## src/rtl/sdram_pkg.sv

```systemverilog
// rtl/sdram_pkg.sv - SDRAM command encodings and init sequencer state encoding
package sdram_pkg;

  // {cs_n, ras_n, cas_n, we_n}
  localparam logic [3:0] CMD_INHIBIT   = 4'b1111;
  localparam logic [3:0] CMD_NOP       = 4'b0111;
  localparam logic [3:0] CMD_PRECHARGE = 4'b0010;
  localparam logic [3:0] CMD_REFRESH   = 4'b0001;
  localparam logic [3:0] CMD_LMR       = 4'b0000;

  typedef logic [3:0] state_t;

  localparam state_t ST_WAIT_LOCK = 4'd0;
  localparam state_t ST_POWERUP   = 4'd1;
  localparam state_t ST_PRECHARGE = 4'd2;
  localparam state_t ST_WAIT_RP   = 4'd3;
  localparam state_t ST_REFRESH   = 4'd4;
  localparam state_t ST_WAIT_RFC  = 4'd5;
  localparam state_t ST_LOAD_MODE = 4'd6;
  localparam state_t ST_WAIT_MRD  = 4'd7;
  localparam state_t ST_DONE      = 4'd8;

endpackage

```

## src/rtl/sync_2ff.sv

```systemverilog
// rtl/sync_2ff.sv - two-flop single-bit synchroniser, resets to 0
module sync_2ff (
  input  logic clk,
  input  logic rst_n,
  input  logic d,
  output logic q
);

  logic meta;

  // Two back-to-back flops; only q is safe to use in the clk domain
  always_ff @(posedge clk) begin
    if (!rst_n) begin
      meta <= 1'b0;
      q    <= 1'b0;
    end else begin
      meta <= d;
      q    <= meta;
    end
  end

endmodule

```

## src/rtl/sdram_init_seq.sv

```systemverilog
// rtl/sdram_init_seq.sv - SDR SDRAM power-up init sequencer (option: SDRAM_INIT_RELOCK_EN)
module sdram_init_seq
  import sdram_pkg::*;
#(
  parameter int T_POWERUP = 20000,
  parameter int T_RP      = 2,
  parameter int T_RFC     = 7,
  parameter int T_MRD     = 2,
  parameter int N_REFRESH = 8,
  parameter int ROW_W     = 13,
  parameter int BA_W      = 2,
  parameter logic [ROW_W-1:0] MODE_REG = 13'h030
) (
  input  logic             clk,
  input  logic             rst_n,
  input  logic             pll_locked,
  output logic             cke,
  output logic [3:0]       cmd,
  output logic [ROW_W-1:0] addr,
  output logic [BA_W-1:0]  ba,
  output logic             init_done
);

  localparam int WAIT_W = $clog2(T_POWERUP + 1);
  localparam int REF_W  = $clog2(N_REFRESH + 1);

  // PRECHARGE ALL is selected by A10 high
  localparam logic [ROW_W-1:0] PRE_ADDR = ROW_W'(11'h400);

  state_t              state;
  state_t              next_state;
  logic [WAIT_W-1:0]   wait_cnt;
  logic [WAIT_W-1:0]   wait_load;
  logic [REF_W-1:0]    ref_cnt;
  logic                wait_done;
  logic                locked_s;
  logic                lock_lost;

  logic                cke_d;
  logic [3:0]          cmd_d;
  logic [ROW_W-1:0]    addr_d;
  logic                init_done_d;

  sync_2ff u_lock_sync (
    .clk   (clk),
    .rst_n (rst_n),
    .d     (pll_locked),
    .q     (locked_s)
  );

  assign wait_done = (wait_cnt == '0);

`ifdef SDRAM_INIT_RELOCK_EN
  assign lock_lost = !locked_s && (state != ST_WAIT_LOCK);
`else
  assign lock_lost = !locked_s && (state != ST_WAIT_LOCK) && (state != ST_DONE);
`endif

  // Next-state decode; lock loss overrides every sequencing decision
  always_comb begin
    next_state = state;
    case (state)
      ST_WAIT_LOCK: if (locked_s) next_state = ST_POWERUP;
      ST_POWERUP:   if (wait_done) next_state = ST_PRECHARGE;
      ST_PRECHARGE: next_state = ST_WAIT_RP;
      ST_WAIT_RP:   if (wait_done) next_state = ST_REFRESH;
      ST_REFRESH:   next_state = ST_WAIT_RFC;
      ST_WAIT_RFC: begin
        if (wait_done) begin
          next_state = (ref_cnt == REF_W'(N_REFRESH)) ? ST_LOAD_MODE : ST_REFRESH;
        end
      end
      ST_LOAD_MODE: next_state = ST_WAIT_MRD;
      ST_WAIT_MRD:  if (wait_done) next_state = ST_DONE;
      ST_DONE:      next_state = ST_DONE;
      default:      next_state = ST_WAIT_LOCK;
    endcase
    if (lock_lost) next_state = ST_WAIT_LOCK;
  end

  // Wait length loaded on entry; the one-cycle command state already counts
  // toward each command-to-command spacing, hence the -2 on the wait states
  always_comb begin
    wait_load = '0;
    case (next_state)
      ST_POWERUP:  wait_load = WAIT_W'(T_POWERUP - 1);
      ST_WAIT_RP:  wait_load = WAIT_W'(T_RP - 2);
      ST_WAIT_RFC: wait_load = WAIT_W'(T_RFC - 2);
      ST_WAIT_MRD: wait_load = WAIT_W'(T_MRD - 2);
      default:     wait_load = '0;
    endcase
  end

  // Output decode from the next state so the registered outputs line up with state
  always_comb begin
    cke_d       = 1'b1;
    cmd_d       = CMD_NOP;
    addr_d      = '0;
    init_done_d = 1'b0;
    case (next_state)
      ST_WAIT_LOCK: begin
        cke_d = 1'b0;
        cmd_d = CMD_INHIBIT;
      end
      ST_PRECHARGE: begin
        cmd_d  = CMD_PRECHARGE;
        addr_d = PRE_ADDR;
      end
      ST_REFRESH: cmd_d = CMD_REFRESH;
      ST_LOAD_MODE: begin
        cmd_d  = CMD_LMR;
        addr_d = MODE_REG;
      end
      ST_DONE: init_done_d = 1'b1;
      default: ;
    endcase
  end

  // State, counters and output registers
  always_ff @(posedge clk) begin
    if (!rst_n) begin
      state     <= ST_WAIT_LOCK;
      wait_cnt  <= '0;
      ref_cnt   <= '0;
      cke       <= 1'b0;
      cmd       <= CMD_INHIBIT;
      addr      <= '0;
      ba        <= '0;
      init_done <= 1'b0;
    end else begin
      state     <= next_state;
      cke       <= cke_d;
      cmd       <= cmd_d;
      addr      <= addr_d;
      ba        <= '0;
      init_done <= init_done_d;
      if (next_state == ST_WAIT_LOCK) begin
        wait_cnt <= '0;
        ref_cnt  <= '0;
      end else begin
        if (next_state != state) begin
          wait_cnt <= wait_load;
        end else if (!wait_done) begin
          wait_cnt <= wait_cnt - 1'b1;
        end
        if (next_state == ST_REFRESH && state != ST_REFRESH &&
            ref_cnt != REF_W'(N_REFRESH)) begin
          ref_cnt <= ref_cnt + 1'b1;
        end
      end
    end
  end

endmodule
```

## config.mk

```make
export PLATFORM = sky130hd
export DESIGN_NAME = sdram_init_seq
export DESIGN_NICKNAME = d
export VERILOG_FILES = /design/src/rtl/sdram_pkg.sv /design/src/rtl/sync_2ff.sv /design/src/rtl/sdram_init_seq.sv
export SDC_FILE = /design/constraint.sdc
export NUM_CORES = 1
export LEC_CHECK = 0
export CAP_MARGIN = 30
export CORE_UTILIZATION = 53
export CTS_CLUSTER_SIZE = 14
export DETAILED_ROUTE_END_ITERATION = 7
export PLACE_DENSITY = 0.78
export SLEW_MARGIN = 20
export SYNTH_ARGS = -nofsm -noshare
export SYNTH_HDL_FRONTEND = slang
export SYNTH_SLANG_ARGS = --single-unit
```

## constraint.sdc

```tcl
create_clock -name clk -period 3.2 [get_ports clk]
set_input_delay 0.32 -clock clk [delete_from_list [all_inputs] [get_ports clk]]
set_output_delay 0.32 -clock clk [all_outputs]
set_load 0.01 [all_outputs]
```

# Word level (Yosys, flattened, before mapping)
# Cells that the tools add are included.
# word_totals
ff_bits	44
input_bits	3
elab_cells	57
# op_classes
addsub	2
eq_ne	20
muxes	15
bitwise_logic	1
n_reduce_logical	10
# op_table
op	count
one-hot mux 4 bit (9 select lines)	1
2-to-1 mux 15 bit	2
one-hot mux 15 bit (2 select lines)	1
equality test 4 x 3 -> 1 bit (second input constant)	7
2-to-1 mux 4 bit	6
one-hot mux 11 bit (2 select lines)	1
one-hot mux 4 bit (4 select lines)	1
logical NOT 15 bit	1
subtractor 15 x 1 -> 15 bit (second input constant)	1
equality test 4 x 2 -> 1 bit (second input constant)	3
equality test 4 bit (second input constant)	3
equality test 4 x 1 -> 1 bit (second input constant)	2
logical NOT 4 bit	2
!= test 4 bit (second input constant)	2
adder 4 x 1 -> 4 bit (second input constant)	1
logical AND 1 bit	4
!= test 4 x 3 -> 1 bit (second input constant)	1
!= test 4 bit	1
nonzero test 4 bit	1
2-to-1 mux 1 bit	2
2-to-1 mux 2 bit	1
!= test 2 x 1 -> 1 bit (second input constant)	1
OR reduction 2 bit	1
logical NOT 1 bit	1
inverter 1 bit	1

# Depth between registers and ports, before layout
# Gate-level depths: netlist (run 1).
# logic_depth
word_depth	8
depth_mapped	9

# Hierarchy
# Synthesis (run 1) repeated with hierarchy kept, for this count alone.
# hier_totals
cells_unflattened	184
area_unflattened_um2	1672.9
# by_module_without_submodules
module	instances	cells_each	area_per_inst_um2	seq_area_each_um2
sdram_init_seq	1	180	1620.3	620.6
sync_2ff	1	4	52.6	40.0

# Worst setup path after synthesis (run 1)
# Ideal clock, no wire load.
# synth_timing
path_type	register to register
startpoint	reg wait_cnt[0]
endpoint	reg wait_cnt[0]
arrival_time_ns	2.117
required_ns	3.067
slack_ns	0.950
path_stages_with_launch	10
n_path_buf	2
synth_period_minus_slack_ns	2.250
cell_sequence	dfxtp_1 -> inv_1 -> ha_1 -> or3b_1 -> clkbuf_2 -> nor4_4 -> o221ai_2 -> o2111ai_2 -> buf_6 -> o32ai_1
# synth_between
elab_chain_cells	7
word_cells_on_any_way	17
cone_classes	add/sub (1); eq/ne (4); mux (9); reduce/logical (3)
# synth_lines
element	line_no	text
start: declaration	sdram_init_seq.sv:32	logic [WAIT_W-1:0] wait_cnt;
start signal: assignment	sdram_init_seq.sv:142	wait_cnt <= wait_load;
start signal: assignment	sdram_init_seq.sv:144	wait_cnt <= wait_cnt - 1'b1;
logical NOT 15 bit	sdram_init_seq.sv:51	assign wait_done = (wait_cnt == '0);
2-to-1 mux 4 bit, on equally long branches	-	
one-hot mux 4 bit (9 select lines)	sdram_init_seq.sv:62	case (state)
2-to-1 mux 4 bit	sdram_init_seq.sv:78	if (lock_lost) next_state = ST_WAIT_LOCK;
equality test 4 x 3 -> 1 bit / equality test 4 x 1 -> 1 bit (equally long branches)	sdram_init_seq.sv:85	case (next_state)
one-hot mux 15 bit (2 select lines)	sdram_init_seq.sv:85	
2-to-1 mux 15 bit	sdram_init_seq.sv:141	if (next_state != state) begin
# Several ways; a longest one is shown, not always the timed one. The select of a mux whose other input is x is not followed.
# A chain may end at the register's enable or synchronous reset.

# Worst setup path after layout (run 1)
# layout_timing
startpoint	reg wait_cnt[0]
endpoint	reg wait_cnt[9]
# Same word-level chain as after synthesis.

==> results of run 1 <==
==> layout make-up <==
cell class,instances,share of cell area (%)
clock buffers,7,3.12
clock inverters,1,1.70
inverters,7,1.49
multi-input cells,135,47.8
flip-flops and latches,33,37.5
well taps,31,2.20
repair buffers,11,6.25
==> flip-flops by register name, summed over array words and instances (netlist names) <==
signal and cells:
cke 1, init_done 1, state 4, ref_cnt 4, wait_cnt 15, u_lock_sync.q 1
cmd 4, addr 2, u_lock_sync.meta 1
==> cell families (layout without fill, tap and decap cells) <==
logic type	Yosys count	in the layout
simple gates	79	79
other cells	1	12
buf+inv	25	26
mux	3	3
fa+ha+maj	3	3
flops	33	33
xor+xnor	14	14
compound gates	24	24
==> metal layers <==
metal	vias to the layer above	routed length, µm
met3	10	138
met5	-	0
met2	30	1500
met1	594	1340
met4	0	80
li1	632	-
==> where the power goes <==
group	switching, mW	internal (mW)
Combinational	0.105	0.0755
Clock	0.136	0.186
Sequential	0.0109	0.420
==> worst max-delay path: cells and delay by family (launching register included) <==
| kind | cells | cell delay [ns] |
|---|---|---|
| simple gates | 2 | 1.18 |
| compound gates | 3 | 0.68 |
| flops | 1 | 0.32 |
| fa+ha+maj | 1 | 0.20 |
| buf+inv | 1 | 0.09 |
==> synthesized netlist by cell type (all sizes together) (2+ instances only) <==
cell type / n / area [µm²]
and2: 2 / 12.5
nor2: 18 / 67.6
or3: 3 / 18.8
clkbuf: 4 / 16.3
nor3: 8 / 40.0
nor4: 6 / 67.6
a211oi: 2 / 15.0
a21oi: 7 / 35.0
xor2: 4 / 35.0
nand2: 18 / 75.1
ha: 3 / 37.5
o21ai: 9 / 45.0
o32ai: 2 / 17.5
buf: 14 / 109
nor3b: 2 / 15.0
nand4: 4 / 25.0
nor2b: 3 / 18.8
xnor2: 10 / 87.6
inv: 7 / 26.3
or4: 2 / 18.8
dfxtp: 33 / 661
nand3: 6 / 30.0
mux2i: 3 / 30.0
o2111ai: 2 / 23.8
==> how the worst min path moves through the flow <==
| stage | startpoint | slack (ns) | end | cells past startpoint |
|---|---|---|---|---|
| after global routing | u_lock_sync.meta | 0.46 | u_lock_sync.q | 1 |
| after floorplan | u_lock_sync.meta | 0.41 | u_lock_sync.q | 1 |
| after detailed placement | u_lock_sync.meta | 0.44 | u_lock_sync.q | 1 |
| after CTS | u_lock_sync.meta | 0.46 | u_lock_sync.q | 1 |
| final | u_lock_sync.meta | 0.45 | u_lock_sync.q | 1 |
| after global placement | u_lock_sync.meta | 0.42 | u_lock_sync.q | 1 |
==> impl_results.rst, run 1 <==
.. list-table::
   :header-rows: 1

   * - Metric
     - Value
   * - Clock tree from TritonCTS
     - done
   * - Transition time at the pin with the least slew margin
     - 0.758 ns
   * - Average instance area after synthesis
     - 8.86 µm²
   * - Final Non-Filler Cells
     - 225
   * - Total of endpoints with negative setup slack in the final report
     - 0
   * - Die extent in x
     - 57.2 µm
   * - Buffer type at the clock tree root
     - sky130_fd_sc_hd__clkbuf_4
   * - Primary FF master, synth
     - sky130_fd_sc_hd__dfxtp_1
   * - Dominant combinational cell family by area after synthesis
     - simple AND/OR/NAND/NOR gates
   * - Synth Cell Area
     - 0.00161 mm²
   * - Fillers
     - 249
   * - Routed wire length
     - 3060 µm
   * - Clock transition at path regs
     - 0.10 ns
   * - Starting utilization of the core area
     - 57.0%
   * - Layout overhead on the synthesized area
     - 9.31%
   * - Status
     - finished, violations left
   * - Synthesized flop and latch total
     - 33
   * - Number of enable-type register cells in the synthesized netlist
     - 0
   * - Remaining routing DRC violations
     - 6
   * - GP Congestion
     - 0.826
   * - Most common cell after layout, fill and taps aside
     - sky130_fd_sc_hd__dfxtp_1
   * - Final Hold Fails
     - 0
   * - Nets
     - 199
   * - Final min period
     - 2.63 ns
   * - FF-to-FF End
     - wait_cnt[9]
   * - Number of hold-repair buffers added at the cts stage
     - 0
   * - Post-Place Setup Slack
     - 0.663 ns
   * - Number of buffers created by CTS
     - 5
   * - Worst-case register-to-register setup slack
     - 0.57 ns
   * - Worst rel slew slack
     - 49.0%
   * - Die span in y
     - 57.2 µm
   * - Vias in the first global route
     - 1211
   * - Area fraction in compound gates after synthesis
     - 9.93%
   * - Lkg Pwr
     - 0.708 nW
   * - Met3 global-route usage
     - 4.99%
   * - Area of the multi-input gates
     - 842 µm²
   * - Critical-path maximum fanout
     - 14
   * - Initial antenna violation count
     - 0
   * - Final core utilization
     - 62.3%
   * - Fraction of layout instances using a drive strength above 1
     - 7.22%
   * - Setup slack of the critical path after layout
     - 0.565 ns
   * - CP max-delay cell
     - sky130_fd_sc_hd__nor4_4
   * - Critical Path End Type
     - flip-flop
   * - Share of synthesized cell area in full adder, half adder and majority cells
     - 2.33%
   * - Depth of the worst register-to-register path
     - 7
   * - Endpoint of the most critical setup path
     - wait_cnt[9]
   * - HPWL Detailed
     - 2200 µm
   * - Number of standard-cell rows in the floorplan
     - 19
   * - Worst clock skew on the final layout
     - 0.00590 ns
   * - Class of the tightest hold or removal check
     - flip-flop to flip-flop
   * - Total area of sequential cells
     - 661 µm²
   * - Port Buf Inserts
     - 11
   * - TritonCTS Sinks
     - 33
   * - Met2 track demand over resource
     - 36.8%
   * - Max-capacitance violation count
     - 0
   * - Post-synthesis share of cell area spent on and, or, nand and nor gates
     - 27.7%
   * - Antenna Violating Nets Remaining
     - 0
   * - Total GRT Usage
     - 21.1%
   * - Sequential area share after synthesis
     - 41.0%
   * - Top library cells by usage in the layout, fill and taps aside
     - 33 x sky130_fd_sc_hd__dfxtp_1, 18 x sky130_fd_sc_hd__nor2_1, 17 x sky130_fd_sc_hd__nand2_1, 12 x sky130_fd_sc_hd__conb_1, 11 x sky130_fd_sc_hd__clkdlybuf4s50_1
   * - Category of the worst setup path launch point
     - flip-flop
   * - Power density relative to cell area
     - 530 mW/mm²
   * - Number of detailed-routing iterations run before antenna repair
     - 6
   * - Tightest hold margin
     - 0.451 ns
   * - Met1 Track Usage GR
     - 23.8%
   * - Sum of negative setup slack
     - 0 ns
   * - Post-CTS resize count
     - 0
   * - Global-route wire length before repair
     - 5180 µm
   * - Count of distinct cell types in the synthesized netlist
     - 41
   * - Proportion of register bits with asynchronous set or reset after synthesis
     - 0%
   * - Maximum count of clock buffers along a single path
     - 2
   * - Violations in the final reports
     - design-rule violations
   * - Total number of yosys warnings
     - 0
   * - Number of setup buffers added after CTS
     - 0
   * - ANT cells
     - 0
   * - Post-synthesis instance total
     - 182
   * - Start-to-end type of the worst setup path
     - flip-flop to flip-flop
   * - Critical path data required time
     - 3.39 ns
   * - Total core area
     - 0.00283 mm²
   * - Clock latency on the worst-skew pair
     - 0.34 ns
   * - Source of the critical timing path
     - wait_cnt[0]
   * - Global routing's busiest layer
     - met2
   * - Via-per-instance ratio
     - 5.63
   * - Critical path's largest stage delay
     - 0.68 ns
   * - GR Overflow Total
     - 0
   * - Routed via count
     - 1266
   * - Final Power
     - 0.934 mW
   * - Startpoint of the worst-slack reg-to-reg timing path
     - wait_cnt[0]
   * - Max H-tree Level
     - 2
   * - Placement Cell Area
     - 0.00168 mm²
   * - F_max
     - 0.380 GHz
   * - Design Area, Final
     - 0.00176 mm²
   * - Mux share of post-synthesis cell area
     - 1.86%
   * - Maximum number of pins on one net before global-route repair
     - 15
   * - Die outline area
     - 0.00327 mm²
   * - Number of placed cells counting well taps
     - 217
   * - Critical path data arrival time
     - 2.83 ns
   * - I/O Pins
     - 24
   * - Unrepaired setup endpoints after global routing
     - false
   * - Cell-by-cell listing of the critical path
     - inv_1 -> ha_1 -> or3b_1 -> nor4_4 -> o221ai_2 -> o2111ai_2 -> o21ai_0
   * - Post-route fraction of the period consumed by the critical path
     - 82.3%
   * - Routed len/inst
     - 13.6 µm
   * - Synth Area in XOR/XNOR
     - 7.60%
   * - Final max-slew violation count
     - 0
   * - Iteration-0 DRC Markers
     - 48
   * - Maximum ir drop on the vdd rail
     - 0.297 mV
Power figures use the tool's default switching activity.
==> inputs of run 2 (changes only) <==
Settings changed: CORE_UTILIZATION 53 to 48, PLACE_DENSITY 0.78 to 0.75.
Clock period 3.2 ns to 2.4 ns, I/O delays scaled along.
==> run 2 against run 1 <==
  * Largest power group unchanged
  * Wire length down 0.16%
  * Cell count up 9.8%
  * The flow now finishes without violations
  * Sequential cell count unchanged
  * Combinational power up 55%
  * Global-route usage down 2.0 points
  * Power up 23%
  * First-iteration DRC count down 35%
  * Maximum frequency up 19%
  * Critical path depth unchanged
  * Sequential power up 33%
  * Utilization down 4.0 points
  * Clock skew up 0.0031 ns
==> impl_results.rst, run 2 (synthesis results as in run 1) <==
.. list-table::
   :header-rows: 1

   * - Metric
     - Value
   * - Die outline area
     - 0.00360 mm²
   * - Internal portion of total power
     - 0.803 mW
   * - Top library cells by usage in the layout, fill and taps aside
     - 33 x sky130_fd_sc_hd__dfxtp_1, 18 x sky130_fd_sc_hd__nor2_1, 17 x sky130_fd_sc_hd__nand2_1, 12 x sky130_fd_sc_hd__conb_1, 11 x sky130_fd_sc_hd__clkdlybuf4s50_1
   * - Final Hold Fails
     - 0
   * - Reg with most FFs
     - wait_cnt
   * - Start-to-end type of the worst setup path
     - flip-flop to flip-flop
   * - Total of endpoints with negative setup slack in the final report
     - 0
   * - Routed wire length
     - 3060 µm
   * - Power share of the sequential group
     - 49.7%
   * - Via-per-instance ratio
     - 5.12
   * - Initial antenna violation count
     - 0
   * - Starting utilization of the core area
     - 51.6%
   * - Power density relative to cell area
     - 631 mW/mm²
   * - Sw Ratio
     - 30.2%
   * - Max H-tree Level
     - 2
   * - Antenna Violating Nets Remaining
     - 0
   * - HPWL Detailed
     - 2190 µm
   * - Maximum ir drop on the vdd rail
     - 0.333 mV
   * - Transition time at the pin with the least slew margin
     - 0.650 ns
   * - F_max
     - 0.453 GHz
   * - Maximum number of pins on one net before global-route repair
     - 15
   * - Critical path data arrival time
     - 2.48 ns
   * - Final max-slew violation count
     - 0
   * - Total core area
     - 0.00313 mm²
   * - Lkg Pwr
     - 0.738 nW
   * - Die span in y
     - 60.0 µm
   * - Critical path data required time
     - 2.67 ns
   * - Portion of total power attributed to the clock network
     - 25.9%
   * - Clock transition at path regs
     - 0.10 ns
   * - I/O Pins
     - 24
   * - Critical-path maximum fanout
     - 14
   * - Category of the worst setup path launch point
     - flip-flop
   * - Class of the tightest hold or removal check
     - flip-flop to flip-flop
   * - Number of standard-cell rows in the floorplan
     - 20
   * - Number of buffers created by CTS
     - 5
   * - Final Power
     - 1.15 mW
   * - ANT cells
     - 0
   * - Status
     - complete, no violations
   * - Vias in the first global route
     - 1114
   * - Post-route fraction of the period consumed by the critical path
     - 92.0%
   * - Post-Place Setup Slack
     - 0.0600 ns
   * - GR Overflow Total
     - 0
   * - Layout overhead on the synthesized area
     - 13.1%
   * - Routed len/inst
     - 12.4 µm
   * - Fraction of layout instances using a drive strength above 1
     - 11.3%
   * - P_sw
     - 0.348 mW
   * - Number of detailed-routing iterations run before antenna repair
     - 6
   * - Logic gate share of total power
     - 24.3%
   * - Global-route wire length before repair
     - 4990 µm
   * - Max-capacitance violation count
     - 0
   * - Sum of negative setup slack
     - 0 ns
   * - Worst clock skew on the final layout
     - 0.00904 ns
   * - Worst rel slew slack
     - 56.3%
   * - Remaining routing DRC violations
     - 0
   * - Buffer type at the clock tree root
     - sky130_fd_sc_hd__clkbuf_4
   * - Routed via count
     - 1265
   * - Nets
     - 208
   * - Iteration-0 DRC Markers
     - 31
   * - Total GRT Usage
     - 19.1%
   * - Critical Path End Type
     - flip-flop
   * - Maximum count of clock buffers along a single path
     - 2
   * - Clock latency on the worst-skew pair
     - 0.34 ns
   * - Number of flip-flops in the largest register
     - 15
   * - Final min period
     - 2.21 ns
   * - Clock tree from TritonCTS
     - done
   * - TritonCTS Sinks
     - 33
   * - Final core utilization
     - 58.3%
   * - Port Buf Inserts
     - 11
   * - GP Congestion
     - 0.841
   * - Unrepaired setup endpoints after global routing
     - false
   * - Setup slack of the critical path after layout
     - 0.193 ns
   * - Die extent in x
     - 60.0 µm
   * - Most common cell after layout, fill and taps aside
     - sky130_fd_sc_hd__dfxtp_1
==> run 2: what timing repair did <==
item / in CTS / in global routing
resized for setup: 0 / 1
hold buffers: 0 / 0
setup endpoints to repair: 0 / 10
buffers inserted: 0 / 4
==> run 2: cell type report <==
type | count | area [µm²]
clock inverter | 2 | 10.0
sequential | 33 | 661
tap | 44 | 55.1
clock buffer | 6 | 41.3
fill | 270 | 1300
inverter | 7 | 26.3
multi-input combinational | 135 | 853
timing repair buffer | 20 | 178
==> run 2: per-stage QoR <==
stage	instance area, µm²	cells	hold WS [ns]
floorplan	1650	193	0.362
CTS	1780	243	0.455
global route	1820	247	0.478
global placement	1730	235	0.415
finish	1820	247	0.452
detailed placement	1730	235	0.429
==> run 2: final timing paths <==
check / from / to / slack, ns / cells after the start
worst max-delay path: ref_cnt[0] / wait_cnt[14] / 0.19 / 7
worst max register to register: ref_cnt[0] / wait_cnt[14] / 0.19 / 7
worst min-delay path: u_lock_sync.meta / u_lock_sync.q / 0.45 / 1
worst min register to register: u_lock_sync.meta / u_lock_sync.q / 0.45 / 1
==> run 2: power by group through the flow <==
stage          Sequential, mW  Combinational (mW)  Clock [mW]
2_1_floorplan           0.583               0.214           0
3_3_place_gp            0.584               0.244           0
3_5_place_dp            0.585               0.248           0
4_1_cts                 0.572               0.249       0.307
5_1_grt                 0.575               0.308       0.335
6_report                0.573               0.280       0.299
==> run 2: layer usage <==
metal	GRT usage [%]	share of wire, %
met2	29.7	50
met4	8.97	1.6
met1	23.7	45
met3	6.49	3.7
met5	0	0
==> run 2: worst max-delay path, cell delays in order (launching register included) <==
cell and delay, ns:
sky130_fd_sc_hd__dfxtp_1 0.37, sky130_fd_sc_hd__inv_1 0.08, sky130_fd_sc_hd__ha_1 0.20, sky130_fd_sc_hd__and3b_1 0.20, sky130_fd_sc_hd__or4b_2 0.66, sky130_fd_sc_hd__o221ai_2 0.12
sky130_fd_sc_hd__o2111ai_4 0.28, sky130_fd_sc_hd__o21ai_0 0.23
==> RTL change (flow settings as in run 1) <==
Add a define of `SDRAM_INIT_RELOCK_EN`.
--- a/src/rtl/sdram_init_seq.sv
+++ b/src/rtl/sdram_init_seq.sv
@@ -1,3 +1,5 @@
 // rtl/sdram_init_seq.sv - SDR SDRAM power-up init sequencer (option: SDRAM_INIT_RELOCK_EN)
+`define SDRAM_INIT_RELOCK_EN
+
 module sdram_init_seq
   import sdram_pkg::*;
Formal check against the unedited RTL: no difference found for any inputs over 10 cycles, from zero or initial values and one cycle with rst_n low; that may be too few to reach the edited logic, so the function may still have changed.
==> RTL change against run 1 <==
The flow still finishes with violations (DRC). Synthesized cell count rose by 4.9%. Core utilization decreased by 1.0 points. Final area is 2.5% lower. Area after synthesis fell by 1.5%. Setup slack better by 67 ps. Wire length fell by 2.4%. Sequential cell count is the same. Global-route usage decreased by 0.084 points. Worst hold slack better by 10 ps. Critical path type unchanged.
Power is not compared: it rests on default switching activity, and its combinational part moved more than twofold at a synthesized area within 25%.
==> RTL change: results (changes against run 1) <==
- Cell family contributing the most delay on the critical path: compound AO/OA/AOI/OAI gates (was simple AND/OR/NAND/NOR gates)
- The maximum number of pins on one net before global-route repair was 13 (was 15).
- The global-route wire length before repair came to 5150 µm (was 5180 µm).
- Status: finished, violations left (unchanged).
* Drc violations: 8 (was 6)
- The HPWL after detailed placement is 2110 µm (was 2200 µm).
* Arrival time reported for the critical path endpoint: 2840 ps (was 2830 ps)
* Sequential cell area fraction in the yosys report: 41.6% (was 41.0%)
- The worst setup skew after layout was 9.09 ps (was 5.90 ps).
- Number of library cell types mapped by synthesis: 36 (was 41)
- The detailed-route via count was 1290 (was 1266).
- Proportion of layout cells with a drive suffix above 1: 4.46% (was 7.22%)
* Number of search-and-repair iterations in the first detailed-routing pass: 6 (unchanged)
- The number of global-route vias before repair came to 1198 (was 1211).
* Violations in the final reports: DRC (unchanged)
- The standard cell area after detailed placement came to 1660 µm² (was 1680 µm²).
* Number of buffers inserted during clock tree synthesis: 5 (unchanged)
* All-layer global routing usage: 21.0% (was 21.1%)
- Fill cell total of the finished layout: 253 (was 249)
- Number of nets in the layout: 208 (was 199)
* Routed Wire Length: 2990 µm (was 3060 µm)
- Cell with the largest stage delay on the worst path: sky130_fd_sc_hd__a2bb2oi_1 (was sky130_fd_sc_hd__nor4_4)
* Top cell types by occurrence after synthesis: 33 x sky130_fd_sc_hd__dfxtp_1, 22 x sky130_fd_sc_hd__nand2_1, 22 x sky130_fd_sc_hd__nor2_1 (was 33 x sky130_fd_sc_hd__dfxtp_1, 18 x sky130_fd_sc_hd__nor2_1, 17 x sky130_fd_sc_hd__nand2_1)
- Synthesized instance count: 191 (was 182)
- Crit-path max FO: 11 (was 14)
* Top cells by area in the synthesized netlist: sky130_fd_sc_hd__dfxtp_1 42%, sky130_fd_sc_hd__buf_4 6.1%, sky130_fd_sc_hd__xnor2_1 6.1% (was sky130_fd_sc_hd__dfxtp_1 41%, sky130_fd_sc_hd__buf_4 6.1%, sky130_fd_sc_hd__xnor2_1 5.4%)
* Worst Max-Slew Pin Slew: 853 ps (was 758 ps)
* Initial drt markers: 46 (was 48)
- Final Wtd Congestion: 0.830 (was 0.826)
- Post-route non-filler standard cell count: 233 (was 225)
- Number of antenna cells inserted: 0 (unchanged)
- Post-Place Setup Slack: 711 ps (was 663 ps)
- Critical Path Max Stage Delay: 760 ps (was 680 ps)
[RTL change: where the power goes]
group	switching, µW	internal (µW)	total [µW]
Clock	132	104	236
Sequential	4.92	415	420
Combinational	53.6	32.0	85.6
Total	191	550	741
[RTL change: worst paths after layout]
path / cells after the start / slack [ps] / startpoint / endpoint
worst min register to register: 1 / 460 / u_lock_sync.meta$_SDFF_PN0_ / u_lock_sync.q$_SDFF_PN0_
worst min-delay path: 1 / 460 / u_lock_sync.meta$_SDFF_PN0_ / u_lock_sync.q$_SDFF_PN0_
worst max-delay path: 7 / 630 / wait_cnt[0]$_SDFFE_PP0P_ / wait_cnt[5]$_SDFFE_PP0P_
worst max register to register: 7 / 630 / wait_cnt[0]$_SDFFE_PP0P_ / wait_cnt[5]$_SDFFE_PP0P_
[RTL change: final cells by class]
| class | count | share of cell area [%] |
|---|---|---|
| inverter | 7 | 1.53 |
| tap | 31 | 2.26 |
| timing repair buffer | 12 | 6.84 |
| clock buffer | 7 | 3.20 |
| multi-input combinational | 143 | 47.7 |
| sequential | 33 | 38.4 |
[RTL change: per-layer routing]
layer / vias to the layer above / share of wire, % / GRT usage [%]
met5: - / 0 / 0
met4: 0 / 2.8 / 11.8
met3: 10 / 4.6 / 4.84
met2: 34 / 47 / 33.2
met1: 596 / 46 / 26.4
li1: 650 / - / -
[RTL change: kinds of logic (layout without fill, tap and decap cells)]
family                   Yosys count  in the layout  synth area share [%]
adder cells (fa/ha/maj)            3              3                  2.36
XOR/XNOR                          15             15                  8.27
AND/OR/NAND/NOR                   87             87                  28.3
multiplexers                       2              2                  1.26
other                              1             12                 0.236
buffers and inverters             26             26                  9.37
AO/OA/AOI/OAI                     24             24                  8.58
flip-flops                        33             33                  41.6
